<file path="config.mk">
export PLATFORM = sky130hd
export DESIGN_NAME = round_controller_flat
export DESIGN_NICKNAME = d
export VERILOG_FILES = /design/src/rtl/round_controller_pkg.sv /design/src/rtl/round_controller_if.sv /design/src/rtl/round_controller_key_edge.sv /design/src/rtl/round_controller.sv /design/src/flat_wrapper.sv
export SDC_FILE = /design/constraint.sdc
export NUM_CORES = 1
export LEC_CHECK = 0
export CORE_ASPECT_RATIO = 1.1
export CORE_MARGIN = 3
export CORE_UTILIZATION = 60
export DETAILED_ROUTE_END_ITERATION = 6
export DONT_BUFFER_PORTS = 1
export GPL_TIMING_DRIVEN = 1
export HOLD_SLACK_MARGIN = 0.08
export PLACE_DENSITY = 0.76
export SYNTH_ARGS = -nofsm -noshare
export SYNTH_HDL_FRONTEND = slang
export SYNTH_SLANG_ARGS = --single-unit
</file>
<file path="constraint.sdc">
create_clock -name clk -period 8.7 [get_ports clk]
set_clock_uncertainty 0.15 [all_clocks]
set_input_delay 0.87 -clock clk [delete_from_list [all_inputs] [get_ports clk]]
set_output_delay 0.87 -clock clk [all_outputs]
set_load 0.02 [all_outputs]
</file>
<file path="src/rtl/round_controller_pkg.sv">
// Shared types and defaults for the Gold Miner round sequencer.
package round_controller_pkg;

    localparam int TIME_WIDTH  = 8;
    localparam int SCORE_WIDTH = 16;
    localparam int LEVEL_WIDTH = 4;

    localparam int                     DEF_LEVELS        = 4;
    localparam logic [SCORE_WIDTH-1:0] DEF_BASE_TARGET   = 16'd650;
    localparam logic [SCORE_WIDTH-1:0] DEF_TARGET_STEP   = 16'd400;
    localparam logic [TIME_WIDTH-1:0]  DEF_BONUS_PER_SEC = 8'd10;

    typedef enum logic [2:0] {
        ST_IDLE   = 3'd0,
        ST_LOAD   = 3'd1,
        ST_PLAY   = 3'd2,
        ST_PAUSE  = 3'd3,
        ST_BONUS  = 3'd4,
        ST_RESULT = 3'd5,
        ST_OVER   = 3'd6,
        ST_WIN    = 3'd7
    } state_e;

    // Score needed to clear a level; wraps modulo 2^SCORE_WIDTH.
    function automatic logic [SCORE_WIDTH-1:0] level_target(
        input logic [LEVEL_WIDTH-1:0] lvl,
        input logic [SCORE_WIDTH-1:0] base,
        input logic [SCORE_WIDTH-1:0] step
    );
        logic [SCORE_WIDTH-1:0] lvl_ext;
        lvl_ext = {{(SCORE_WIDTH-LEVEL_WIDTH){1'b0}}, lvl};
        return base + lvl_ext * step;
    endfunction

endpackage

</file>
<file path="src/rtl/round_controller_if.sv">
// Signal bundle between the round controller and the keys/timer/score/object blocks.
interface round_controller_if
    import round_controller_pkg::*;
();
    logic                   start;
    logic                   pause;
    logic                   frame_tick;
    logic                   time_up;
    logic [TIME_WIDTH-1:0]  time_remain;
    logic [SCORE_WIDTH-1:0] score;
    logic                   all_collected;
    logic                   timer_enable;
    logic                   time_resetn;
    logic                   move_enable;
    logic                   score_clear;
    logic                   score_add;
    logic [TIME_WIDTH-1:0]  score_to_add;
    logic [LEVEL_WIDTH-1:0] level;
    logic [2:0]             state;
    logic                   level_pass;
    logic                   game_over;
    logic                   game_win;

    // Environment side: keys, timer, score adder and object manager.
    modport master (
        output start, pause, frame_tick, time_up, time_remain, score, all_collected,
        input  timer_enable, time_resetn, move_enable, score_clear, score_add,
               score_to_add, level, state, level_pass, game_over, game_win
    );

    // Controller side.
    modport slave (
        input  start, pause, frame_tick, time_up, time_remain, score, all_collected,
        output timer_enable, time_resetn, move_enable, score_clear, score_add,
               score_to_add, level, state, level_pass, game_over, game_win
    );
endinterface

</file>
<file path="src/rtl/round_controller_key_edge.sv">
// Rising-edge detector for a level-sensitive key: one pulse per press.
module key_edge (
    input  logic clk,
    input  logic resetn,
    input  logic key_i,
    output logic pulse_o
);
    logic key_q;

    // Remember last cycle's key sample.
    always_ff @(posedge clk or negedge resetn) begin
        if (!resetn) key_q <= 1'b0;
        else         key_q <= key_i;
    end

    assign pulse_o = key_i & ~key_q;
endmodule

</file>
<file path="src/rtl/round_controller.sv">
// Round sequencer: drives timer/motion gating, judges the level target,
// pays out the early-clear time bonus and steps levels to win or game over.
module round_controller
    import round_controller_pkg::*;
#(
    parameter int                     LEVELS        = DEF_LEVELS,
    parameter logic [SCORE_WIDTH-1:0] BASE_TARGET   = DEF_BASE_TARGET,
    parameter logic [SCORE_WIDTH-1:0] TARGET_STEP   = DEF_TARGET_STEP,
    parameter logic [TIME_WIDTH-1:0]  BONUS_PER_SEC = DEF_BONUS_PER_SEC
) (
    input logic              clk,
    input logic              resetn,
    round_controller_if.slave bus
);
    localparam logic [LEVEL_WIDTH-1:0] LAST_LEVEL = LEVEL_WIDTH'(LEVELS - 1);

    state_e                 state_q, state_d;
    logic [LEVEL_WIDTH-1:0] level_q, level_d;
    logic [TIME_WIDTH-1:0]  bonus_q, bonus_d;
    logic                   start_p, pause_p;
    logic                   score_clear, score_add;
    logic                   pass;

    key_edge u_start_edge (.clk(clk), .resetn(resetn), .key_i(bus.start), .pulse_o(start_p));
    key_edge u_pause_edge (.clk(clk), .resetn(resetn), .key_i(bus.pause), .pulse_o(pause_p));

    assign pass = (bus.score >= level_target(level_q, BASE_TARGET, TARGET_STEP));

    // State, level and bonus-seconds registers.
    always_ff @(posedge clk or negedge resetn) begin
        if (!resetn) begin
            state_q <= ST_IDLE;
            level_q <= '0;
            bonus_q <= '0;
        end else begin
            state_q <= state_d;
            level_q <= level_d;
            bonus_q <= bonus_d;
        end
    end

    // Next state plus the two score pulses; each state only listens to its own key.
    always_comb begin
        state_d     = state_q;
        level_d     = level_q;
        bonus_d     = bonus_q;
        score_clear = 1'b0;
        score_add   = 1'b0;
        case (state_q)
            ST_IDLE: if (start_p) begin
                score_clear = 1'b1;
                level_d     = '0;
                state_d     = ST_LOAD;
            end
            ST_LOAD: state_d = ST_PLAY;
            ST_PLAY: begin
                if (bus.all_collected) begin
                    bonus_d = bus.time_remain;
                    state_d = ST_BONUS;
                end else if (bus.time_up) begin
                    state_d = pass ? ST_RESULT : ST_OVER;
                end else if (pause_p) begin
                    state_d = ST_PAUSE;
                end
            end
            ST_PAUSE: if (pause_p) state_d = ST_PLAY;
            ST_BONUS: begin
                // Early clear always passes; drain remaining seconds one per frame.
                if (bonus_q == '0) begin
                    state_d = ST_RESULT;
                end else if (bus.frame_tick) begin
                    score_add = 1'b1;
                    bonus_d   = bonus_q - 1'b1;
                end
            end
            ST_RESULT: if (start_p) begin
                if (level_q == LAST_LEVEL) begin
                    state_d = ST_WIN;
                end else begin
                    level_d = level_q + 1'b1;
                    state_d = ST_LOAD;
                end
            end
            ST_OVER: if (start_p) state_d = ST_IDLE;
            ST_WIN:  if (start_p) state_d = ST_IDLE;
            default: state_d = ST_IDLE;
        endcase
    end

    assign bus.timer_enable = (state_q == ST_PLAY);
    assign bus.move_enable  = (state_q == ST_PLAY);
    assign bus.time_resetn  = (state_q != ST_LOAD);
    assign bus.level_pass   = (state_q == ST_RESULT);
    assign bus.game_over    = (state_q == ST_OVER);
    assign bus.game_win     = (state_q == ST_WIN);
    assign bus.state        = state_q;
    assign bus.level        = level_q;
    assign bus.score_clear  = score_clear;
    assign bus.score_add    = score_add;
    assign bus.score_to_add = BONUS_PER_SEC;
endmodule

</file>
<file path="src/flat_wrapper.sv">
// flat-port wrapper written by rule: the top's interface ports become plain ports
module round_controller_flat import round_controller_pkg::*;
#(
    parameter int                     LEVELS        = DEF_LEVELS,
    parameter logic [SCORE_WIDTH-1:0] BASE_TARGET   = DEF_BASE_TARGET,
    parameter logic [SCORE_WIDTH-1:0] TARGET_STEP   = DEF_TARGET_STEP,
    parameter logic [TIME_WIDTH-1:0]  BONUS_PER_SEC = DEF_BONUS_PER_SEC
)
  (clk, resetn, bus_start, bus_pause, bus_frame_tick, bus_time_up, bus_time_remain, bus_score, bus_all_collected, bus_timer_enable, bus_time_resetn, bus_move_enable, bus_score_clear, bus_score_add, bus_score_to_add, bus_level, bus_state, bus_level_pass, bus_game_over, bus_game_win);
  round_controller_if bus_i ();
  input logic clk;
  input logic resetn;
  input wire logic [$bits(bus_i.start)-1:0] bus_start;
  input wire logic [$bits(bus_i.pause)-1:0] bus_pause;
  input wire logic [$bits(bus_i.frame_tick)-1:0] bus_frame_tick;
  input wire logic [$bits(bus_i.time_up)-1:0] bus_time_up;
  input wire logic [$bits(bus_i.time_remain)-1:0] bus_time_remain;
  input wire logic [$bits(bus_i.score)-1:0] bus_score;
  input wire logic [$bits(bus_i.all_collected)-1:0] bus_all_collected;
  output wire logic [$bits(bus_i.timer_enable)-1:0] bus_timer_enable;
  output wire logic [$bits(bus_i.time_resetn)-1:0] bus_time_resetn;
  output wire logic [$bits(bus_i.move_enable)-1:0] bus_move_enable;
  output wire logic [$bits(bus_i.score_clear)-1:0] bus_score_clear;
  output wire logic [$bits(bus_i.score_add)-1:0] bus_score_add;
  output wire logic [$bits(bus_i.score_to_add)-1:0] bus_score_to_add;
  output wire logic [$bits(bus_i.level)-1:0] bus_level;
  output wire logic [$bits(bus_i.state)-1:0] bus_state;
  output wire logic [$bits(bus_i.level_pass)-1:0] bus_level_pass;
  output wire logic [$bits(bus_i.game_over)-1:0] bus_game_over;
  output wire logic [$bits(bus_i.game_win)-1:0] bus_game_win;
  assign bus_i.start = bus_start;
  assign bus_i.pause = bus_pause;
  assign bus_i.frame_tick = bus_frame_tick;
  assign bus_i.time_up = bus_time_up;
  assign bus_i.time_remain = bus_time_remain;
  assign bus_i.score = bus_score;
  assign bus_i.all_collected = bus_all_collected;
  assign bus_timer_enable = bus_i.timer_enable;
  assign bus_time_resetn = bus_i.time_resetn;
  assign bus_move_enable = bus_i.move_enable;
  assign bus_score_clear = bus_i.score_clear;
  assign bus_score_add = bus_i.score_add;
  assign bus_score_to_add = bus_i.score_to_add;
  assign bus_level = bus_i.level;
  assign bus_state = bus_i.state;
  assign bus_level_pass = bus_i.level_pass;
  assign bus_game_over = bus_i.game_over;
  assign bus_game_win = bus_i.game_win;
  round_controller #(.LEVELS(LEVELS), .BASE_TARGET(BASE_TARGET), .TARGET_STEP(TARGET_STEP), .BONUS_PER_SEC(BONUS_PER_SEC)) u_core (.clk(clk), .resetn(resetn), .bus(bus_i));
endmodule
</file>
Yosys cells after proc, flatten, opt, wreduce, memory -nomap -nowiden --
Index checks and enable logic that the tools add are counted.
Cells by class: reductions and logical operators 8, $lt $le $gt $ge 1, bitwise logic cells 4, $mul 1, mux-type cells 24, add/subtract/negate cells 3, equal/unequal tests 19
Operators by type and width (count):
- two-way mux 3 bit | 9
- two-way mux 8 bit | 3
- one-hot mux 3 bit (7 select lines) | 1
- greater-or-equal comparator 16 bit | 1
- one-hot mux 8 bit (2 select lines) | 1
- adder 10 x 13 -> 14 bit, first input constant | 1
- == test 3 bit, second input constant | 4
- two-way mux 4 bit | 3
- != test 2 x 1 -> 1 bit, second input constant | 5
- multiplier 4 x 5 -> 9 bit, second input constant | 1
- zero test 8 bit | 1
- != test 2 bit, second input constant | 4
- one-hot mux 4 bit (2 select lines) | 1
- AND reduction 4 bit | 2
- subtractor 8 x 1 -> 8 bit, second input constant | 1
- == test 3 x 2 -> 1 bit, second input constant | 2
- AND reduction 6 bit | 1
- two-way mux 1 bit | 5
- adder 4 x 1 -> 4 bit, second input constant | 1
- == test 4 x 2 -> 1 bit, second input constant | 1
- != test 4 x 3 -> 1 bit, second input constant | 1
- nonzero test 2 bit | 2
- == test 3 x 1 -> 1 bit, second input constant | 1
- zero test 3 bit | 1
- 5 further kinds | 7
Word-level totals: register bits after elaboration 17

Depth between registers and ports, before layout --
Gate-level depths: netlist (run 1).
depth in word-level cells 7, mapped depth 15, gate-level depth less buffers 15

Modules after synthesis --
A second synthesis (run 1) with hierarchy kept.
Unflattened totals: cells, all modules 209, area total of the unflattened synthesis 1740.4 µm²
Modules (own cells, without submodules):
- round_controller | seq. area each 375.4 µm², times used 1, area an instance 1662.8 µm², cells each 205
- key_edge | seq. area each 25.0 µm², times used 2, area an instance 38.8 µm², cells each 2

Least setup slack after synthesis (run 1) --
Ideal clock, no wire load.
path type flip-flop to flip-flop, start register u_core.level_q[2] (netlist: u_core.bus.level[2]), end register u_core.state_q[0] (netlist: u_core.bus.state[0]), buffers on the path 0, stages on the path, launching flop included 15, library setup time 0.121 ns, setup slack 5.047 ns, data arrival time 3.382 ns, cell sequence dfrtp_1 -> inv_1 -> ha_1 -> ha_1 -> ha_1 -> nor2b_1 -> a41oi_1 -> o211ai_1 -> xnor2_1 -> ha_1 -> a21o_1 -> a21o_1 -> a2111oi_0 -> a311oi_1 -> o22a_1
Between the ends: word-level cells in the longest chain between the ends 7
Ends and longest elaborated chain:
- start, declared | RTL line round_controller.sv:18 | logic [LEVEL_WIDTH-1:0] level_q, level_d;
- start signal, assigned | RTL line round_controller.sv:37 | level_q <= level_d;
- multiplier 4 x 5 -> 9 bit | RTL line round_controller_pkg.sv:32 | return base + lvl_ext * step;
- adder 10 x 13 -> 14 bit | RTL line round_controller_pkg.sv:32
- greater-or-equal comparator 16 bit | RTL line round_controller.sv:27 | assign pass = (bus.score >= level_target(level_q, BASE_TARGET, TARGET_STEP));
- two-way mux 2 bit | RTL line round_controller.sv:61 | state_d = pass ? ST_RESULT : ST_OVER;
- two-way mux 3 bit | RTL line round_controller.sv:60 | end else if (bus.time_up) begin
- two-way mux 3 bit | RTL line round_controller.sv:57 | if (bus.all_collected) begin
- one-hot mux 3 bit (7 select lines) | RTL line round_controller.sv:49 | case (state_q)
- end signal, assigned | RTL line round_controller.sv:36 | state_q <= state_d;
- end, declared | RTL line round_controller.sv:17 | state_e state_q, state_d;
No other way between the ends. A chain may end at the register's enable or synchronous reset.

Worst setup path in the final report (run 1) --
Ends and elaborated chain as after synthesis.

==> flow_metrics.env, run 1 <==
export IMPL_worst_pin_slew_ns=0.839
export IMPL_coreArea_um2=2590
export IMPL_n_antenna_cell=0
export IMPL_synth_edf_count=0
export IMPL_setup_viol=0
export IMPL_path_cells="inv_1 -> ha_1 -> ha_1 -> ha_1 -> nor2b_1 -> a41oi_1 -> o211ai_1 -> xnor2_1 -> ha_1 -> a21o_1 -> a21o_1 -> a2111oi_0 -> a311oi_1 -> o22a_1"
export IMPL_grt_max_degree=18
export IMPL_placed_area_um2=1650
export IMPL_place_congestion=0.900
export IMPL_clock_sinks=17
export IMPL_ioPinCount=54
export IMPL_holdWs_ns=0.109
export IMPL_synth_seq_cells=17
export IMPL_drc_errors=0
export IMPL_p_leak_nw=0.762
export IMPL_critical_path_peak_fanout=4
export IMPL_hpwl_um=2790
export IMPL_async_flop_share_pct=100
export IMPL_drt_initial_drc_count=32
export IMPL_irDropWorstVdd_uv=305
export IMPL_layout_drive_gt1_share_pct=5.50
export IMPL_path_class="reg2reg"
export IMPL_start_util_pct=65.7
export IMPL_root_buffer="clkbuf_4"
export IMPL_max_slew_margin_rel_pct=43.8
export IMPL_viasPerCell=6.20
export IMPL_clock_latency_ns=0.30
export IMPL_power_density_nw_per_um2=373
export IMPL_synth_yosys_seq_area_share_pct=25.0
export IMPL_grtUsageTotal_pct=20.6
export IMPL_ys_types=50
export IMPL_grt_pass1_vias=1372
export IMPL_ant_nets=0
export IMPL_fin_area_um2=1690
export IMPL_cts_max_level=1
export IMPL_critical_path_slowest_cell="a2111oi_0"
export IMPL_slew_viol_final=0
export IMPL_wirelength_um=3460
export IMPL_status="finished, final reports clean"
export IMPL_endpoint_kind="flop"
export IMPL_gr_total_overflow=0
export IMPL_clock_path_buffers=2
export IMPL_power_mw=0.630
export IMPL_r2r_cells=14
export IMPL_rows=19
export IMPL_num_nets_final=256
export IMPL_antenna_found_initial=0
export IMPL_fmax_mhz=235
export IMPL_setup_tns_ns=0
export IMPL_r2r_start="u_core.bus.level[2]"
export IMPL_cts_resized=0
export IMPL_synth_warnings=0
export IMPL_first_pass_iters=4
export IMPL_tritoncts="yes"
export IMPL_detail_route_wl_per_cell_um=15.0
export IMPL_cts_buffers=3
export IMPL_startpoint="u_core.bus.level[2]"
export IMPL_required_ns=8.74
export IMPL_die_area_um2=3510
export IMPL_portBuffers=0
export IMPL_timing_final_crit_share_pct=48.9
export IMPL_layout_min_cycle_time_ns=4.25
export IMPL_clkTransAtPathRegs_ns=0.11
export IMPL_hold_viol=0
export IMPL_die_w_um=56.8
export IMPL_rsz0062_at_grt="false"
export IMPL_cp_slowest_stage_delay_ns=0.73
export IMPL_die_h_um=61.9
export IMPL_syn_cell_area_um2=1700
export IMPL_area_growth_synth_to_final_pct=-0.662
export IMPL_critPathMostFrequentCell="ha_1"
export IMPL_cp_start_kind="flop"
export IMPL_drv_cap=0
export IMPL_ys_flop_type="dfrtp_1"
export IMPL_vias=1432
export IMPL_worstPathArrival_ns=4.29
export IMPL_min_path_type="in2async"
export IMPL_grt_pass1_wl_um=5660
export IMPL_syn_area_per_cell_um2=8.34
export IMPL_synthCells=204
critical path, delay by kind of cell (launching register included):
| kind | cells | cell delay [ns] |
|---|---|---|
| compound gates | 7 | 1.83 |
| simple gates | 1 | 0.16 |
| flops | 1 | 0.52 |
| buf+inv | 1 | 0.17 |
| fa+ha+maj | 4 | 1.14 |
| xor+xnor | 1 | 0.17 |
cells in the mapped netlist, types with 5 or more instances:
master / n / area, um2
xor2_1: 5 / 43.8
nor2_1: 13 / 48.8
xnor2_1: 5 / 43.8
buf_4: 9 / 67.6
nand3_1: 9 / 45.0
a21oi_1: 20 / 100
inv_1: 13 / 48.8
nand2_1: 17 / 63.8
o21ai_0: 6 / 30.0
dfrtp_1: 17 / 425
ha_1: 24 / 300
registers in the layout, indices dropped and copies added, names as in the netlist:
signal / flops
u_core.bonus_q: 8
u_core.bus.level: 4
u_core.u_pause_edge.key_q: 1
u_core.u_start_edge.key_q: 1
u_core.bus.state: 3
layout by cell type (no fill, tap or decap), types with 2 or more instances in the layout:
master,instances
nor2_1,13
or4_4,2
clkbuf_4,3
ha_1,24
o22ai_1,4
or3_1,2
nand2_1,17
a21oi_1,20
o21ai_1,2
xor2_1,5
a21o_1,3
nand3_1,9
nand2b_1,2
xnor2_1,5
a31oi_1,2
dfrtp_1,17
o21a_1,4
o211ai_1,4
conb_1,8
nor3_1,4
and2_1,2
nor2b_1,4
o21ai_0,6
inv_1,13
through the flow:
| step | utilization (%) | setup slack, ns | std cells |
|---|---|---|---|
| 6_report | 65.2 | 4.45 | 231 |
| 4_1_cts | 64.8 | 4.45 | 230 |
| 3_3_place_gp | 63.8 | 4.60 | 226 |
| 3_5_place_dp | 63.8 | 4.51 | 226 |
| 5_1_grt | 65.2 | 4.12 | 231 |
| 2_1_floorplan | - | 5.05 | 210 |
worst paths after layout:
path	endpoint	slack (ns)
worst max-delay path	u_core.bus.state[0]	4.45
worst min-delay path	u_core.bus.state[0]	0.11
worst max register to register	u_core.bus.state[0]	4.45
worst min register to register	u_core.bonus_q[7]	0.44
max in group asynchronous	u_core.bonus_q[5]	7.33
min in group clk	u_core.bonus_q[7]	0.44
logic make-up (layout without fill, tap and decap cells):
| logic type | count (synthesis) | in the layout | synth area share (%) |
|---|---|---|---|
| AND/OR/NAND/NOR | 64 | 64 | 19.6 |
| AO/OA/AOI/OAI | 57 | 57 | 22.1 |
| buffers and inverters | 29 | 19 | 9.48 |
| adder cells (fa/ha/maj) | 24 | 24 | 17.6 |
| flip-flops | 17 | 17 | 25.0 |
| XOR/XNOR | 10 | 10 | 5.15 |
| other | 2 | 8 | 0.441 |
| multiplexers | 1 | 1 | 0.588 |
metal layers:
metal	track usage, %	routed length [um]
met1	23.1	1420
met2	37.5	1760
met3	4.55	208
met4	10.9	73
met5	0	0
what timing repair did:
item / CTS / global route
endpoints found under the setup margin: 0 / 0
endpoints found under the hold margin: 0 / 9
setup buffers: 0 / 0
hold buffers: 0 / 1
cell type report:
| class | count | area, um2 |
|---|---|---|
| multi-input cells | 164 | 1140 |
| clock buffers | 4 | 26.3 |
| inverters | 14 | 52.6 |
| well taps | 31 | 38.8 |
| repair buffers | 1 | 10.0 |
| flip-flops and latches | 17 | 425 |
| fillers | 220 | 901 |
where the power goes:
| group | switching, mW | total (mW) | internal [mW] |
|---|---|---|---|
| sequential | 0.0791 | 0.191 | 0.112 |
| combinational | 0.223 | 0.394 | 0.172 |
| clock | 0.0266 | 0.0444 | 0.0179 |
Note: power is estimated with default switching activity, not from simulation.
==> inputs of run 2 (changes only) <==
- CORE_UTILIZATION: 60 -> 57
- PLACE_DENSITY: 0.76 -> 0.75
- clock period: 8.7 -> 3.85 ns (I/O delays scaled with it)
==> run 2 against run 1 <==
  * Global-route usage is 1.6 points higher
  * Sequential share of layout area is 2.3 points lower
  * First-iteration DRC count increased by 110%
  * Design area is 11% higher
  * Count of clock-buffer cells in the layout stayed put
  * Sequential cell count did not move
  * Die area rose by 4.7%
  * Cell count grew 6.5%
  * Fmax up 14%
  * Critical path type unchanged
  * Largest cell class unchanged
  * Largest power group unchanged
==> flow_metrics.env, run 2 (synthesis gave the netlist of run 1 again) <==
export IMPL_status="finished, final reports clean"
export IMPL_p_sw_share_pct=51.2
export IMPL_combPwrFrac_pct=69.3
export IMPL_setup_viol=0
export IMPL_worst_pin_slew_ns=0.862
export IMPL_drt_initial_drc_count=66
export IMPL_clock_latency_ns=0.30
export IMPL_rows=20
export IMPL_drv_cap=0
export IMPL_placed_area_um2=1690
export IMPL_critical_path_slowest_cell="dfrtp_2"
export IMPL_root_buffer="clkbuf_4"
export IMPL_n_antenna_cell=0
export IMPL_required_ns=3.92
export IMPL_critical_path_peak_fanout=5
export IMPL_irDropWorstVdd_uv=553
export IMPL_layout_min_cycle_time_ns=3.73
export IMPL_grt_max_degree=18
export IMPL_endpoint_kind="flop"
export IMPL_wirelength_um=4020
export IMPL_worstPathArrival_ns=3.79
export IMPL_vias=1537
export IMPL_mostFrequentLayoutCell="ha_1"
export IMPL_timing_final_crit_share_pct=96.8
export IMPL_drc_errors=0
export IMPL_gr_total_overflow=0
export IMPL_largest_reg_flops=8
export IMPL_hpwl_um=3010
export IMPL_max_slew_margin_rel_pct=42.2
export IMPL_first_pass_iters=4
export IMPL_grt_pass1_vias=1530
export IMPL_cts_max_level=1
export IMPL_coreArea_um2=2800
export IMPL_power_frac_clock_pct=6.1
export IMPL_largest_register="u_core.bonus_q"
export IMPL_grt_pass1_wl_um=6400
export IMPL_p_switching_mw=0.840
export IMPL_seq_power_share_pct=24.6
export IMPL_portBuffers=0
export IMPL_layout_drive_gt1_share_pct=15.0
export IMPL_area_growth_synth_to_final_pct=9.78
export IMPL_clock_path_buffers=2
export IMPL_die_h_um=63.3
export IMPL_setup_slack_ns=0.122
export IMPL_cp_start_kind="flop"
export IMPL_hold_viol=0
export IMPL_fin_area_um2=1870
export IMPL_slew_viol_final=0
export IMPL_viasPerCell=6.25
export IMPL_cp_slowest_stage_delay_ns=0.48
export IMPL_place_congestion=0.850
export IMPL_clkTransAtPathRegs_ns=0.11
export IMPL_critPathMostFrequentCell="ha_1"
export IMPL_path_cells="ha_1 -> ha_1 -> ha_1 -> a21oi_2 -> xnor2_2 -> o21a_1 -> xnor2_1 -> ha_1 -> a21o_1 -> a21o_1 -> a2111oi_4 -> buf_4 -> nand4b_1 -> a31oi_1"
export IMPL_ioPinCount=54
export IMPL_min_path_type="in2reg"
export IMPL_die_area_um2=3680
export IMPL_antenna_found_initial=0
export IMPL_die_w_um=58.1
export IMPL_layout_common_cells="22 x ha_1, 19 x a21oi_1, 17 x nand2_1"
export IMPL_fmax_mhz=268
export IMPL_cts_buffers=3
export IMPL_path_class="reg2reg"
export IMPL_p_int_mw=0.801
export IMPL_tritoncts="yes"
export IMPL_power_density_nw_per_um2=879
export IMPL_critical_path_top_delay_family="compound AO/OA/AOI/OAI gates"
export IMPL_place_ws_ns=-0.104
export IMPL_ant_nets=0
export IMPL_grtUsageTotal_pct=22.2
export IMPL_start_util_pct=60.7
export IMPL_worst_path_buf_inv=1
export IMPL_detail_route_wl_per_cell_um=16.3
export IMPL_num_nets_final=269
export IMPL_p_leak_nw=0.830
export IMPL_clock_sinks=17
## run 2: changes by cell type in the layout (fill, tap and decap cells not counted), moves of 2 or more
cell           delta
ha_4              +2
buf_4            +11
ha_1              -2
dlygate4sd3_1     +2
## run 2: final cells by class
type                            count  area, um2
Clock buffer                        4       26.3
Fill cell                         234        935
Inverter                           14       52.6
Multi-Input combinational cell    164       1210
Sequential cell                    17        427
Tap cell                           33       41.3
Timing Repair Buffer               14        113
## run 2: power groups by stage
| stage | sequential (mW) | combinational (mW) | clock, mW |
|---|---|---|---|
| final | 0.403 | 1.14 | 0.101 |
| after global routing | 0.418 | 1.28 | 0.109 |
| after CTS | 0.398 | 0.977 | 0.100 |
| after detailed placement | 0.402 | 0.962 | 0 |
| after global placement | 0.392 | 0.903 | 0 |
| after floorplan | 0.371 | 0.807 | 0 |
## run 2: routing by layer
| metal | wire length [um] | track usage, % | share of wire, % | vias to the layer above |
|---|---|---|---|---|
| li1 | - | - | - | 731 |
| met1 | 1500 | 23.3 | 37 | 737 |
| met2 | 2190 | 40.8 | 55 | 59 |
| met3 | 238 | 4.30 | 5.9 | 10 |
| met4 | 88 | 10.7 | 2.2 | 0 |
| met5 | 0 | 0 | 0 | - |
## run 2: metrics by stage
stage                TNS, ns  hold WS (ns)  power [mW]  util, %  cells
floorplan                  0       -0.0606        1.18        -    210
global placement    -0.00546       -0.0601        1.29     60.4    233
detailed placement    -0.186       -0.0602        1.36     60.4    233
CTS                        0        0.0981        1.48     62.7    240
global route         -0.0654        0.0939        1.81     66.7    246
finish                     0        0.0987        1.64     66.7    246
## run 2: repair_timing
action | CTS | global route
hold buffers | 3 | 0
setup endpoints to repair | 2 | 2
pin swaps | 0 | 5
buffers inserted | 0 | 6
gates resized for setup | 2 | 11
gates cloned | 0 | 0
endpoints found under the hold margin | 19 | 0
## run 2: worst paths after layout
check	from	endpoint	slack (ns)	cells past startpoint
worst min-delay path	bus_time_remain[0]	u_core.bonus_q[0]	0.1	2
min in group asynchronous	resetn	u_core.bus.state[2]	0.45	1
worst max register to register	u_core.bus.level[1]	u_core.bus.state[1]	0.12	14
max in group asynchronous	resetn	u_core.bus.level[1]	2.55	1
worst max-delay path	u_core.bus.level[1]	u_core.bus.state[1]	0.12	14
worst min register to register	u_core.bonus_q[7]	u_core.bonus_q[7]	0.45	2
==> inputs of run 3 (changes only) <==
- CORE_UTILIZATION: 57 -> 60
- PLACE_DENSITY: 0.75 -> 0.76
- clock period: 3.85 -> 3.9 ns (I/O delays scaled with it)
==> run 3 against run 2 <==
  * Worst hold slack better by 0.0070 ns
  * Non-clock buffer count decreased by 3
  * Core utilization increased by 2.6 points
  * Cell count fell by 2.0%
  * Worst setup slack better by 0.081 ns
  * Fmax grew 0.83%
  * Critical path type unchanged
  * Highest routed layer unchanged
==> flow_metrics.env, run 3 (synthesis gave the netlist of run 1 again) <==
export IMPL_drv_cap=0
export IMPL_timing_final_crit_share_pct=94.8
export IMPL_r2r_end="u_core.bus.state[0]"
export IMPL_die_h_um=61.9
export IMPL_area_growth_synth_to_final_pct=5.51
export IMPL_largest_register="u_core.bonus_q"
export IMPL_layout_min_cycle_time_ns=3.70
export IMPL_layout_common_cells="24 x ha_1, 19 x a21oi_1, 17 x nand2_1"
export IMPL_placed_area_um2=1690
export IMPL_cp_start_kind="flop"
export IMPL_cts_max_level=1
export IMPL_slew_viol_final=0
export IMPL_r2r_start="u_core.bus.level[2]"
export IMPL_clock_sinks=17
export IMPL_min_path_cells=2
export IMPL_critical_path_peak_fanout=4
export IMPL_viasPerCell=5.96
export IMPL_p_leak_nw=0.822
export IMPL_grt_pass1_wl_um=5550
export IMPL_place_ws_ns=0.135
export IMPL_cts_buffers=3
export IMPL_whs_endpoint="u_core.bonus_q[0]"
export IMPL_grt_max_degree=18
export IMPL_die_w_um=56.8
export IMPL_min_path_type="in2reg"
export IMPL_required_ns=3.94
export IMPL_rrSetupSlack_ns=0.20
export IMPL_detail_route_wl_per_cell_um=14.7
export IMPL_p_switching_mw=0.754
export IMPL_fmax_mhz=270
export IMPL_root_buffer="clkbuf_4"
export IMPL_antenna_found_initial=0
export IMPL_ioPinCount=54
export IMPL_r2r_cells=15
export IMPL_seq_power_share_pct=26.9
export IMPL_clkTransAtPathRegs_ns=0.10
export IMPL_grtUsageTotal_pct=20.2
export IMPL_power_density_nw_per_um2=824
export IMPL_fin_area_um2=1800
export IMPL_vias=1436
export IMPL_grt_pass1_vias=1284
export IMPL_die_area_um2=3510
export IMPL_layout_drive_gt1_share_pct=11.9
export IMPL_endpoint_kind="flop"
export IMPL_setup_tns_ns=0
export IMPL_place_congestion=0.884
export IMPL_drc_errors=0
export IMPL_coreArea_um2=2590
export IMPL_num_nets_final=266
export IMPL_first_pass_iters=4
export IMPL_p_int_mw=0.726
export IMPL_power_frac_clock_pct=6.6
export IMPL_max_slew_margin_rel_pct=44.9
export IMPL_setup_viol=0
export IMPL_portBuffers=0
export IMPL_largest_reg_flops=8
export IMPL_drt_initial_drc_count=28
export IMPL_gr_total_overflow=0
export IMPL_start_util_pct=65.7
export IMPL_wirelength_um=3550
export IMPL_worst_pin_slew_ns=0.822
export IMPL_combPwrFrac_pct=66.5
export IMPL_setup_slack_ns=0.202
export IMPL_rows=19
export IMPL_clock_path_buffers=2
export IMPL_ant_nets=0
export IMPL_clock_latency_ns=0.30
export IMPL_hold_viol=0
export IMPL_rsz0062_at_grt="false"
export IMPL_tritoncts="yes"
export IMPL_mostFrequentLayoutCell="ha_1"
export IMPL_worstPathArrival_ns=3.74
export IMPL_status="finished, final reports clean"
export IMPL_p_sw_share_pct=50.9
export IMPL_hpwl_um=2750
export IMPL_path_class="reg2reg"
export IMPL_hold_start="bus_time_remain[0]"
export IMPL_irDropWorstVdd_uv=740
export IMPL_n_antenna_cell=0
==> run 3: worst max-delay path by stage <==
stage	from	to	slack, ns	depth (start not counted)
6_report	u_core.bus.level[2]	u_core.bus.state[0]	0.20	15
5_1_grt	u_core.bus.level[2]	u_core.bus.state[0]	0.01	15
4_1_cts	u_core.bus.level[2]	u_core.bus.state[0]	0.09	15
3_5_place_dp	u_core.bus.level[2]	u_core.bus.state[0]	0.13	15
3_3_place_gp	u_core.bus.level[2]	u_core.bus.state[0]	0.21	15
2_1_floorplan	u_core.bus.level[2]	u_core.bus.state[0]	0.25	14
==> run 3: power groups by stage <==
stage | registers, mW | logic (mW) | clock network [mW]
floorplan | 0.367 | 0.796 | 0
global route | 0.417 | 1.12 | 0.105
finish | 0.397 | 0.984 | 0.0982
CTS | 0.397 | 0.938 | 0.0976
detailed placement | 0.400 | 0.923 | 0
global placement | 0.394 | 0.885 | 0
==> run 3: final cells by class <==
class / count / area [um2]
tap: 31 / 38.8
inverter: 14 / 52.6
sequential: 17 / 427
timing repair buffer: 11 / 90.1
clock buffer: 4 / 26.3
multi-input combinational: 164 / 1160
fill: 216 / 796
==> run 3: routing by layer <==
layer | part of all wire [%] | global-route usage [%] | vias up
li1 | - | - | 736
met1 | 41 | 24.1 | 663
met2 | 53 | 37.8 | 33
met3 | 5.0 | 3.51 | 4
met4 | 1.0 | 6.62 | 0
met5 | 0 | 0 | -
==> run 3: per-stage QoR <==
step | total power, mW | instances | hold slack (ns) | util, %
2_1_floorplan | 1.16 | 210 | -0.0556 | -
3_3_place_gp | 1.28 | 231 | -0.0551 | 65.3
3_5_place_dp | 1.32 | 231 | -0.0552 | 65.3
4_1_cts | 1.43 | 238 | 0.108 | 67.5
5_1_grt | 1.65 | 241 | 0.140 | 69.3
6_report | 1.48 | 241 | 0.106 | 69.3
==> run 3: worst max-delay path, stage by stage, from the launching register on <==
cell and delay [ns]:
dfrtp_1 0.40, inv_2 0.10, ha_1 0.25, ha_1 0.21, ha_1 0.29, nor2b_1 0.15, a41oi_1 0.18, o211ai_1 0.20
xnor2_1 0.17, ha_1 0.30, a21o_1 0.18, a21o_1 0.18, a2111oi_2 0.34, buf_4 0.18, a311oi_2 0.11, o22a_1 0.19
==> run 3: what timing repair did <==
item                                    CTS  global route
setup buffers                             0             3
gates resized for setup                   0             7
hold endpoints to repair                 19             0
endpoints found under the setup margin    0             2
hold buffers                              3             0
